**src/rtl/stopwatch_ctrl_pkg.sv**
```systemverilog
// Shared definitions for the stopwatch run/pause/clear sequencer:
// state codes, counter width and the divider derivation helpers.
package stopwatch_ctrl_pkg;

   typedef enum logic [1:0] {
      S_IDLE  = 2'd0,
      S_RUN   = 2'd1,
      S_PAUSE = 2'd2,
      S_DONE  = 2'd3
   } sw_state_t;

   localparam int unsigned CNT_W = 32;

   // Clock cycles between count strobes while running.
   function automatic logic [CNT_W-1:0] calc_div(input int unsigned clkfreq,
                                                 input int unsigned tickfreq);
      logic [63:0] t;
      t = 64'(clkfreq) / 64'(tickfreq);
      return t[CNT_W-1:0];
   endfunction

   // Clock cycles the start button must be held to force a clear.
   function automatic logic [CNT_W-1:0] calc_lp(input int unsigned clkfreq,
                                                input int unsigned longpress_ms);
      logic [63:0] t;
      t = (64'(clkfreq) / 64'd1000) * 64'(longpress_ms);
      return t[CNT_W-1:0];
   endfunction

endpackage

```
**src/rtl/stopwatch_ctrl_if.sv**
```systemverilog
// Button/counter-side signal bundle of the stopwatch sequencer.
// The master side drives button levels and the limit flag; the slave is the sequencer.
interface stopwatch_ctrl_if;
   import stopwatch_ctrl_pkg::*;

   logic      start_i;
   logic      clear_i;
   logic      limit_i;
   logic      count_en_o;
   logic      clear_o;
   logic      running_o;
   sw_state_t state_o;

   modport master (
      output start_i, clear_i, limit_i,
      input  count_en_o, clear_o, running_o, state_o
   );

   modport slave (
      input  start_i, clear_i, limit_i,
      output count_en_o, clear_o, running_o, state_o
   );

endinterface

```
**src/rtl/stopwatch_ctrl_tick_prescaler.sv**
```systemverilog
// Free-running divider for the stopwatch count strobe: counts while run=1, holds
// while run=0, and zero=1 synchronously restarts it. tick flags the wrapping cycle.
module tick_prescaler
   import stopwatch_ctrl_pkg::*;
#(
   parameter logic [CNT_W-1:0] DIV = 10
) (
   input  logic clk,
   input  logic rst,
   input  logic run,
   input  logic zero,
   output logic tick
);

   logic [CNT_W-1:0] cnt;
   logic             wrap;

   assign wrap = (cnt == DIV - 1);
   // Combinational so the owner can register the strobe alongside its FSM outputs.
   assign tick = run & wrap;

   always_ff @(posedge clk or posedge rst) begin
      if (rst) begin
         cnt <= '0;
      end else if (zero) begin
         cnt <= '0;
      end else if (run) begin
         cnt <= wrap ? '0 : cnt + 1'b1;
      end
   end

endmodule

```
**src/rtl/stopwatch_ctrl.sv**
```systemverilog
// Run/pause/clear sequencer for the 4-digit stopwatch: turns debounced button levels
// into a count-enable strobe for the BCD digit counter and a clear strobe.
module stopwatch_ctrl
   import stopwatch_ctrl_pkg::*;
#(
   parameter int unsigned c_clkfreq      = 100_000_000,
   parameter int unsigned c_tickfreq     = 100,
   parameter int unsigned c_longpress_ms = 1000
) (
   input  logic              clk,
   input  logic              rst,
   stopwatch_ctrl_if.slave   bus
);

   localparam logic [CNT_W-1:0] C_DIV = calc_div(c_clkfreq, c_tickfreq);
   localparam logic [CNT_W-1:0] C_LP  = calc_lp(c_clkfreq, c_longpress_ms);

   sw_state_t        state;
   logic             start_q, clear_q;
   logic [CNT_W-1:0] lp_cnt;
   logic             lp_fired;
   logic             count_en, clear_pulse, running;
   logic             start_rise, clear_rise, long_evt;
   logic             pre_run, pre_zero, tick;

   assign start_rise = bus.start_i & ~start_q;
   assign clear_rise = bus.clear_i & ~clear_q;
   // Fires once per hold; lp_fired blocks repeats while the counter sits saturated.
   assign long_evt   = bus.start_i & ~lp_fired & (lp_cnt == C_LP - 1);

   // Prescaler advances only on cycles that stay in S_RUN.
   assign pre_run  = (state == S_RUN) & ~long_evt & ~bus.limit_i & ~start_rise;
   assign pre_zero = long_evt
                   | (state == S_IDLE)
                   | ((state == S_PAUSE) & clear_rise & ~start_rise)
                   | ((state == S_DONE) & clear_rise);

   tick_prescaler #(.DIV(C_DIV)) u_prescaler (
      .clk  (clk),
      .rst  (rst),
      .run  (pre_run),
      .zero (pre_zero),
      .tick (tick)
   );

   // Edge detectors start high so a button held through reset release is not a press.
   always_ff @(posedge clk or posedge rst) begin
      if (rst) begin
         start_q  <= 1'b1;
         clear_q  <= 1'b1;
         lp_cnt   <= '0;
         lp_fired <= 1'b0;
      end else begin
         start_q <= bus.start_i;
         clear_q <= bus.clear_i;
         if (!bus.start_i) begin
            lp_cnt   <= '0;
            lp_fired <= 1'b0;
         end else begin
            if (lp_cnt != C_LP - 1) lp_cnt <= lp_cnt + 1'b1;
            if (long_evt)           lp_fired <= 1'b1;
         end
      end
   end

   always_ff @(posedge clk or posedge rst) begin
      if (rst) begin
         state       <= S_IDLE;
         count_en    <= 1'b0;
         clear_pulse <= 1'b0;
         running     <= 1'b0;
      end else begin
         count_en    <= tick;
         clear_pulse <= 1'b0;
         if (long_evt) begin
            state       <= S_IDLE;
            clear_pulse <= 1'b1;
            running     <= 1'b0;
         end else begin
            case (state)
               S_IDLE: begin
                  if (start_rise) begin
                     state   <= S_RUN;
                     running <= 1'b1;
                  end else if (clear_rise) begin
                     clear_pulse <= 1'b1;
                  end
               end
               S_RUN: begin
                  if (bus.limit_i) begin
                     state   <= S_DONE;
                     running <= 1'b0;
                  end else if (start_rise) begin
                     state   <= S_PAUSE;
                     running <= 1'b0;
                  end
               end
               S_PAUSE: begin
                  if (start_rise) begin
                     state   <= S_RUN;
                     running <= 1'b1;
                  end else if (clear_rise) begin
                     state       <= S_IDLE;
                     clear_pulse <= 1'b1;
                  end
               end
               S_DONE: begin
                  if (clear_rise) begin
                     state       <= S_IDLE;
                     clear_pulse <= 1'b1;
                  end
               end
               default: begin
                  state   <= S_IDLE;
                  running <= 1'b0;
               end
            endcase
         end
      end
   end

   assign bus.count_en_o = count_en;
   assign bus.clear_o    = clear_pulse;
   assign bus.running_o  = running;
   assign bus.state_o    = state;

endmodule

```
**src/flat_wrapper.sv**
```systemverilog
// flat-port wrapper written by rule: the top's interface ports become plain ports
module stopwatch_ctrl_flat import stopwatch_ctrl_pkg::*;
#(
   parameter int unsigned c_clkfreq      = 100_000_000,
   parameter int unsigned c_tickfreq     = 100,
   parameter int unsigned c_longpress_ms = 1000
)
  (clk, rst, bus_start_i, bus_clear_i, bus_limit_i, bus_count_en_o, bus_clear_o, bus_running_o, bus_state_o);
  stopwatch_ctrl_if bus_i ();
  input  logic clk;
  input  logic rst;
  input wire logic [$bits(bus_i.start_i)-1:0] bus_start_i;
  input wire logic [$bits(bus_i.clear_i)-1:0] bus_clear_i;
  input wire logic [$bits(bus_i.limit_i)-1:0] bus_limit_i;
  output wire logic [$bits(bus_i.count_en_o)-1:0] bus_count_en_o;
  output wire logic [$bits(bus_i.clear_o)-1:0] bus_clear_o;
  output wire logic [$bits(bus_i.running_o)-1:0] bus_running_o;
  output wire logic [$bits(bus_i.state_o)-1:0] bus_state_o;
  assign bus_i.start_i = bus_start_i;
  assign bus_i.clear_i = bus_clear_i;
  assign bus_i.limit_i = bus_limit_i;
  assign bus_count_en_o = bus_i.count_en_o;
  assign bus_clear_o = bus_i.clear_o;
  assign bus_running_o = bus_i.running_o;
  assign bus_state_o = bus_i.state_o;
  stopwatch_ctrl #(.c_clkfreq(c_clkfreq), .c_tickfreq(c_tickfreq), .c_longpress_ms(c_longpress_ms)) u_core (.clk(clk), .rst(rst), .bus(bus_i));
endmodule
```
**config.mk**
```make
export PLATFORM = sky130hd
export DESIGN_NAME = stopwatch_ctrl_flat
export DESIGN_NICKNAME = d
export VERILOG_FILES = /design/src/rtl/stopwatch_ctrl_pkg.sv /design/src/rtl/stopwatch_ctrl_if.sv /design/src/rtl/stopwatch_ctrl_tick_prescaler.sv /design/src/rtl/stopwatch_ctrl.sv /design/src/flat_wrapper.sv
export SDC_FILE = /design/constraint.sdc
export NUM_CORES = 1
export LEC_CHECK = 0
export ABC_CLOCK_PERIOD_IN_PS = 2300
export BUFFER_PORTS_ARGS = -buffer_cell sky130_fd_sc_hd__clkbuf_2
export CAP_MARGIN = 20
export CORE_UTILIZATION = 30
export CTS_CLUSTER_DIAMETER = 150
export CTS_CLUSTER_SIZE = 30
export DETAILED_ROUTE_END_ITERATION = 6
export SYNTH_ARGS = -nofsm -noshare
export SYNTH_HDL_FRONTEND = slang
export SYNTH_SLANG_ARGS = --single-unit
```
**constraint.sdc**
```tcl
create_clock -name clk -period 2.3 [get_ports clk]
set_input_delay 0.46 -clock clk [delete_from_list [all_inputs] [get_ports clk]]
set_output_delay 0.46 -clock clk [all_outputs]
set_load 0.01 [all_outputs]
```
* Word level (Yosys, flattened, before mapping) *
Cells that the tools add are included.
W data, S select, Z words.

word-level totals
  bits in registers = 72
  input port bits = 5
  output and inout bits = 5
  logic and storage cells = 71

operators by class
  $add $sub $neg = 2
  equal/unequal tests = 11
  multiplexer cells = 23
  bitwise operators = 20
  reductions and logical operators = 6

operators with widths
  operator                 number
  $mux W32                 5
  $add A32 B1 Y32 const B  2
  $eq A32 B20 Y1 const B   1
  $eq A32 B27 Y1 const B   1
  $ne A32 B27 Y1 const B   1
  $mux W2                  6
  $and A1 B1 Y1            11
  $mux W1                  9
  $pmux W2 S4              1
  $ne A3 B1 Y1 const B     2
  $not A1 Y1               6
  $eq A2 B2 Y1 const B     2
  $ne A2 B1 Y1 const B     2
  $ne A4 B2 Y1 const B     1
  $pmux W1 S2              2
  $or A1 B1 Y1             3
  $reduce_and A3 Y1        1
  $reduce_bool A3 Y1       1
  $eq A2 B1 Y1 const B     1
  $logic_not A2 Y1         1
  $reduce_and A2 Y1        1
  $reduce_bool A2 Y1       1
  $reduce_or A2 Y1         1

* Longest topological paths before layout *
  depth after elaboration = 9
  depth in mapped cells = 9
  depth with buffers taken out = 7

* Modules after synthesis *
A second synthesis with hierarchy kept.

unflattened totals
  cell total of the unflattened synthesis = 409
  area total of the unflattened synthesis = 3891.2 um^2

by module, submodules not included
  module          times used  cells an instance  area an instance (um^2)
  stopwatch_ctrl  1           229                2128.3
  tick_prescaler  1           180                1762.9

* Least setup slack after synthesis *
OpenSTA, ideal clock, no wires.

  path type = register to register
  from = reg u_core.u_prescaler.cnt[0]
  to = reg u_core.u_prescaler.cnt[19]
  library setup time = 0.132 ns
  data arrival time = 2.104 ns
  slack = 0.064 ns
  stages on the path, launching flop included = 10
  path buffers = 2
  clock period less this slack = 2.236 ns
  path through = dfrtp_1 ha_1 and4_1 clkbuf_1 nand2_1 nor4_1 clkbuf_1 a31oi_1 o211ai_1 o41ai_1

between the ends
  cells in the longest elaborated chain, start to end = 4

ends and longest elaborated chain
  what                                               RTL line                                                                  RTL
  start: declaration                                 stopwatch_ctrl_tick_prescaler.sv:15                                       logic [CNT_W-1:0] cnt;
  start signal: assignment                           stopwatch_ctrl_tick_prescaler.sv:28                                       cnt <= wrap ? '0 : cnt + 1'b1;
  $add A32 B1 Y32 or $eq A32 B20 Y1 (tied branches)  stopwatch_ctrl_tick_prescaler.sv:28, stopwatch_ctrl_tick_prescaler.sv:18
  $mux W32 (*)                                       stopwatch_ctrl_tick_prescaler.sv:28
  $mux W32 (*)                                       stopwatch_ctrl_tick_prescaler.sv:27                                       end else if (run) begin
  $mux W32 (*)                                       stopwatch_ctrl_tick_prescaler.sv:25                                       end else if (zero) begin

Mark *: on every way between the ends. The rest lies on a longest branch, timed or not. The select of a mux whose other input is x is not followed.
A chain may end at the register's enable or synchronous reset.

* Worst setup path in the final report *
  from = reg u_core.lp_cnt[22]
  to = reg u_core.u_prescaler.cnt[18]

between the ends
  cells in the longest elaborated chain, start to end = 7

ends and longest elaborated chain
  what                          RTL line              RTL
  start: declaration            stopwatch_ctrl.sv:20  logic [CNT_W-1:0] lp_cnt;
  start signal: assignment      stopwatch_ctrl.sv:60  if (lp_cnt != C_LP - 1) lp_cnt <= lp_cnt + 1'b1;
  $eq A32 B27 Y1 (*)            stopwatch_ctrl.sv:29  assign long_evt = bus.start_i & ~lp_fired & (lp_cnt == C_LP - 1);
  $and A1 B1 Y1 (*)             stopwatch_ctrl.sv:29
  $not A1 Y1                    stopwatch_ctrl.sv:32  assign pre_run = (state == S_RUN) & ~long_evt & ~bus.limit_i & ~start_rise;
  $and A1 B1 Y1 (3 in series)   stopwatch_ctrl.sv:32
  $reduce_bool A2 Y1 (no line)  -

Mark *: on every way between the ends. The rest lies on a longest branch, timed or not.

==> metrics.md <==
| Metric | Value |
|---|---|
| Die ar. | about 0.014 mm² |
| Via density | 5.298 |
| Met3 usage | 0.04480 |
| Final core occ | 0.3876 |
| Element type at the critical path start | register |
| VDD IR-drop max | about 0.55 mV |
| Most common cell after layout, fill and taps aside | dfrtp_1 |
| # IOs | 10 |
| Hold_buf cts | 0 |
| Filler cells | 1310 |
| Post-synth EDFFs | 0 |
| Post-DP HPWL | 6.555 mm |
| Clk buf depth | 2 |
| Register area share after synthesis | 0.4558 |
| Placeable Area | 0.01272 mm² |
| Reg2reg setup slack | 0.11 ns |
| Post-synthesis register bit count | 72 |
| Final Wtd Congestion | 0.8043 |
| Critical Path End Type | register |
| Hold WC Path Type | in -> async |
| Sum of negative setup slack | 0 ns |
| Worst path slowest cell | or4_4 |
| CP bufs+invs | 2 |
| Max Cap Viol | 0 |
| CP startpoint | u_core.lp_cnt[22] |
| Final setup fails | 0 |
| CP top delay family | simple AND/OR/NAND/NOR gates |
| Synthesized Nets | 438 |
| Async S/R FF share, synth | 1.000 |
| Commonest non-fill, non-tap cells in the layout | dfrtp_1, buf_4, nand2_1 |
| Compound-Gate Fraction of Synth Area | 0.1229 |
| Final Cycle Share | 0.9505 |
| Drt total wl | 9.730 mm |
| Crit-path max FO | 12 |
| DRC | 0 |
| Synthesis-to-layout area growth | 24.56% |
| GRT Total Usage | 0.1534 |
| GRT met2 Usage | 0.2493 |
| Post-synthesis cell area | 0.003959 mm² |
| RSZ-0062 raised after global routing | no |
| Most used cell along the critical path | buf_4 |
| M1 GR Usage | 0.1957 |
| Synthesized-area fraction occupied by adder cells | 0.006321 |
| Vias | 3518 |
| Post-synthesis average cell area | slightly above 9 µm² |
| CTS tree | done |
| Max H-tree Level | 3 |
| Die width | 116.9 µm |
| Synthesized instance count | 431 |
| Die height | 116.9 µm |
| Max stage delay on crit path | 0.58 ns |
| Drt wl/cell | approximately 15 µm |
| Antenna cells | 0 |
| Post-synth top flop | dfrtp_1 |
| Maximum clock frequency | 457.4 MHz |
| Xor and xnor area share after synthesis | 0.06195 |
| Layout Nets | roughly 500 |
| Drt first pass iters | 5 |
| Vias in the first global route | 3394 |
| First-pass GRT wire length | 16.15 mm |
| Reg clk slew, reported paths | roughly 0.06 ns |
| Critical path cell sequence | nand4_1, or4_4, nor4_4, buf_4, buf_4, nor2_2, o211ai_1, o31ai_1 |
| Post-synthesis mux area share | 0.007585 |
| Leak | between 2 and 2.5 nW |
| Clock Latency Late Sink | 0.34 ns |
| Starting DRT DRC Count | ~210 |
| Largest family of logic cells by synthesized area | simple AND/OR/NAND/NOR gates |
| Final Skew | 0.008801 ns |
| Root Driver | clkbuf_16 |
| CP Data Arrival Time | between 2 and 2.5 ns |
| Global route hottest layer | met2 |
| TritonCTS Buffers | 9 |
| Least-Margin Pin Slew | ~0.60 ns |
| Gr ovfl total | 0 |
| WP data required | 2.51 ns |
| Largest net degree at the start of global routing | 73 |
| Distinct cell type count after synthesis | 48 |
| Tmin final | 2.186 ns |
| Row count | 41 |
| YS warnings | 0 |
| Cell area power density | 719.0 mW/mm² |
| # clock sinks | just over 70 |
| Critical path type | reg -> reg |
| Max-slew violation count | 0 |
| Status | completed |
| Worst reg2reg path startpoint | u_core.lp_cnt[22] |
| Final Hold Viols | 0 |
| Share of cells above drive strength 1 | 0.1951 |
| Antenna violations before repair | 0 |
| Fin Hold WS | 0.1914 ns |
| Slew headroom | 0.6011 |
| Initial Utilization | 0.3112 |
| Post-Synth Simple-Gate Area | 0.3132 |
| Final ANT Viol Nets | 0 |
| IO Port Bufs | 9 |
## flip-flops by register name, indices dropped and copies added (netlist names)
name / flops
u_core.clear_q: 1
u_core.u_prescaler.cnt: 32
u_core.lp_fired: 1
u_core.bus.count_en_o: 1
u_core.bus.clear_o: 1
u_core.bus.running_o: 1
u_core.bus.state_o: 2
u_core.start_q: 1
u_core.lp_cnt: 32
## per-layer routing
metal | part of all wire | vias to the layer above
li1 | - | 1691
met1 | 0.45 | 1714
met2 | 0.48 | 103
met3 | 0.053 | 10
met4 | 0.012 | 0
met5 | 0 | -
## Yosys cell counts, types with 2 or more instances
library cell  instances  share of area
dfrtp_1              70           0.44
nand2_1              40          0.038
nand3_1              35          0.044
and2_1               29          0.046
a21oi_1              21          0.027
o21ai_0              19          0.024
nor3_1               18          0.023
nand4_1              17          0.027
xnor2_1              17          0.038
and3_1               16          0.025
nor2_1               15          0.014
clkbuf_1             14          0.013
xor2_1               11          0.024
nor4_1               10          0.016
or3_1                 9          0.014
and4_1                7          0.015
a21boi_0              6          0.011
a31oi_1               6         0.0095
inv_1                 6         0.0057
nor2b_1               6         0.0095
o211ai_1              6          0.011
nor4b_1               4         0.0088
o31ai_1               4         0.0076
buf_2                 3         0.0038
mux2i_1               3         0.0076
nand2b_1              3         0.0047
o32ai_1               3         0.0066
o41ai_1               3         0.0066
or4_1                 3         0.0057
a211oi_1              2         0.0038
a21o_1                2         0.0038
buf_4                 2         0.0038
buf_6                 2         0.0057
dfstp_2               2          0.013
ha_1                  2         0.0063
o21bai_1              2         0.0038
or2_2                 2         0.0032
## where the power goes
| part | internal, mW | switching (mW) | total, mW |
|---|---|---|---|
| combinational | 0.237 | 0.397 | 0.633 |
| sequential | 1.31 | 0.0508 | 1.36 |
| clock | 1.01 | 0.538 | 1.55 |
## timing repair
item,in CTS,in global routing
gates resized for setup,2,9
cloned,0,1
pin swaps,4,3
buffers inserted,4,2
endpoints found under the setup margin,26,25
## worst paths after layout
| kind | to | cells past startpoint |
|---|---|---|
| max in group asynchronous | u_core.start_q | 3 |
| worst min register to register | u_core.u_prescaler.cnt[14] | 1 |
| worst max-delay path | u_core.u_prescaler.cnt[18] | 8 |
| worst min-delay path | u_core.u_prescaler.cnt[23] | 3 |
| min in group clk | u_core.clear_q | 1 |
| worst max register to register | u_core.u_prescaler.cnt[18] | 8 |
## worst register-to-register path: cells and delay by family (launching register included)
kind / cells / cell delay (ns)
buffers and inverters: 2 / 0.36
AO/OA/AOI/OAI: 2 / 0.27
flip-flops: 1 / 0.37
AND/OR/NAND/NOR: 4 / 1.07
## cell families after synthesis
| kind of cell | after synthesis |
|---|---|
| buf+inv | 27 |
| fa+ha+maj | 2 |
| flops | 72 |
| compound gates | 78 |
| simple gates | 221 |
| mux | 3 |
| xor+xnor | 28 |
## final cells by class
class,instances,area (µm²),area share
Multi-Input combinational cell,332,2069,0.4197
Tap cell,172,215.2,0.04364
Timing Repair Buffer,66,486.7,0.09871
Clock buffer,12,256.5,0.05202
Clock inverter,4,76.32,0.01548
Sequential cell,72,1804,0.3659
Inverter,6,22.52,0.004567
## metrics by stage
step	worst slack [ns]	instances	total power, mW	instance area [µm²]
finish	0.1140	664	3.545	4931
global route	0.002310	664	3.714	4931
CTS	0.001987	661	3.559	4873
detailed placement	-0.1328	642	1.998	4513
global placement	-0.1584	641	1.975	4508
floorplan	0.01839	431	1.742	3959
No activity file was read; power rests on OpenSTA's default activity.
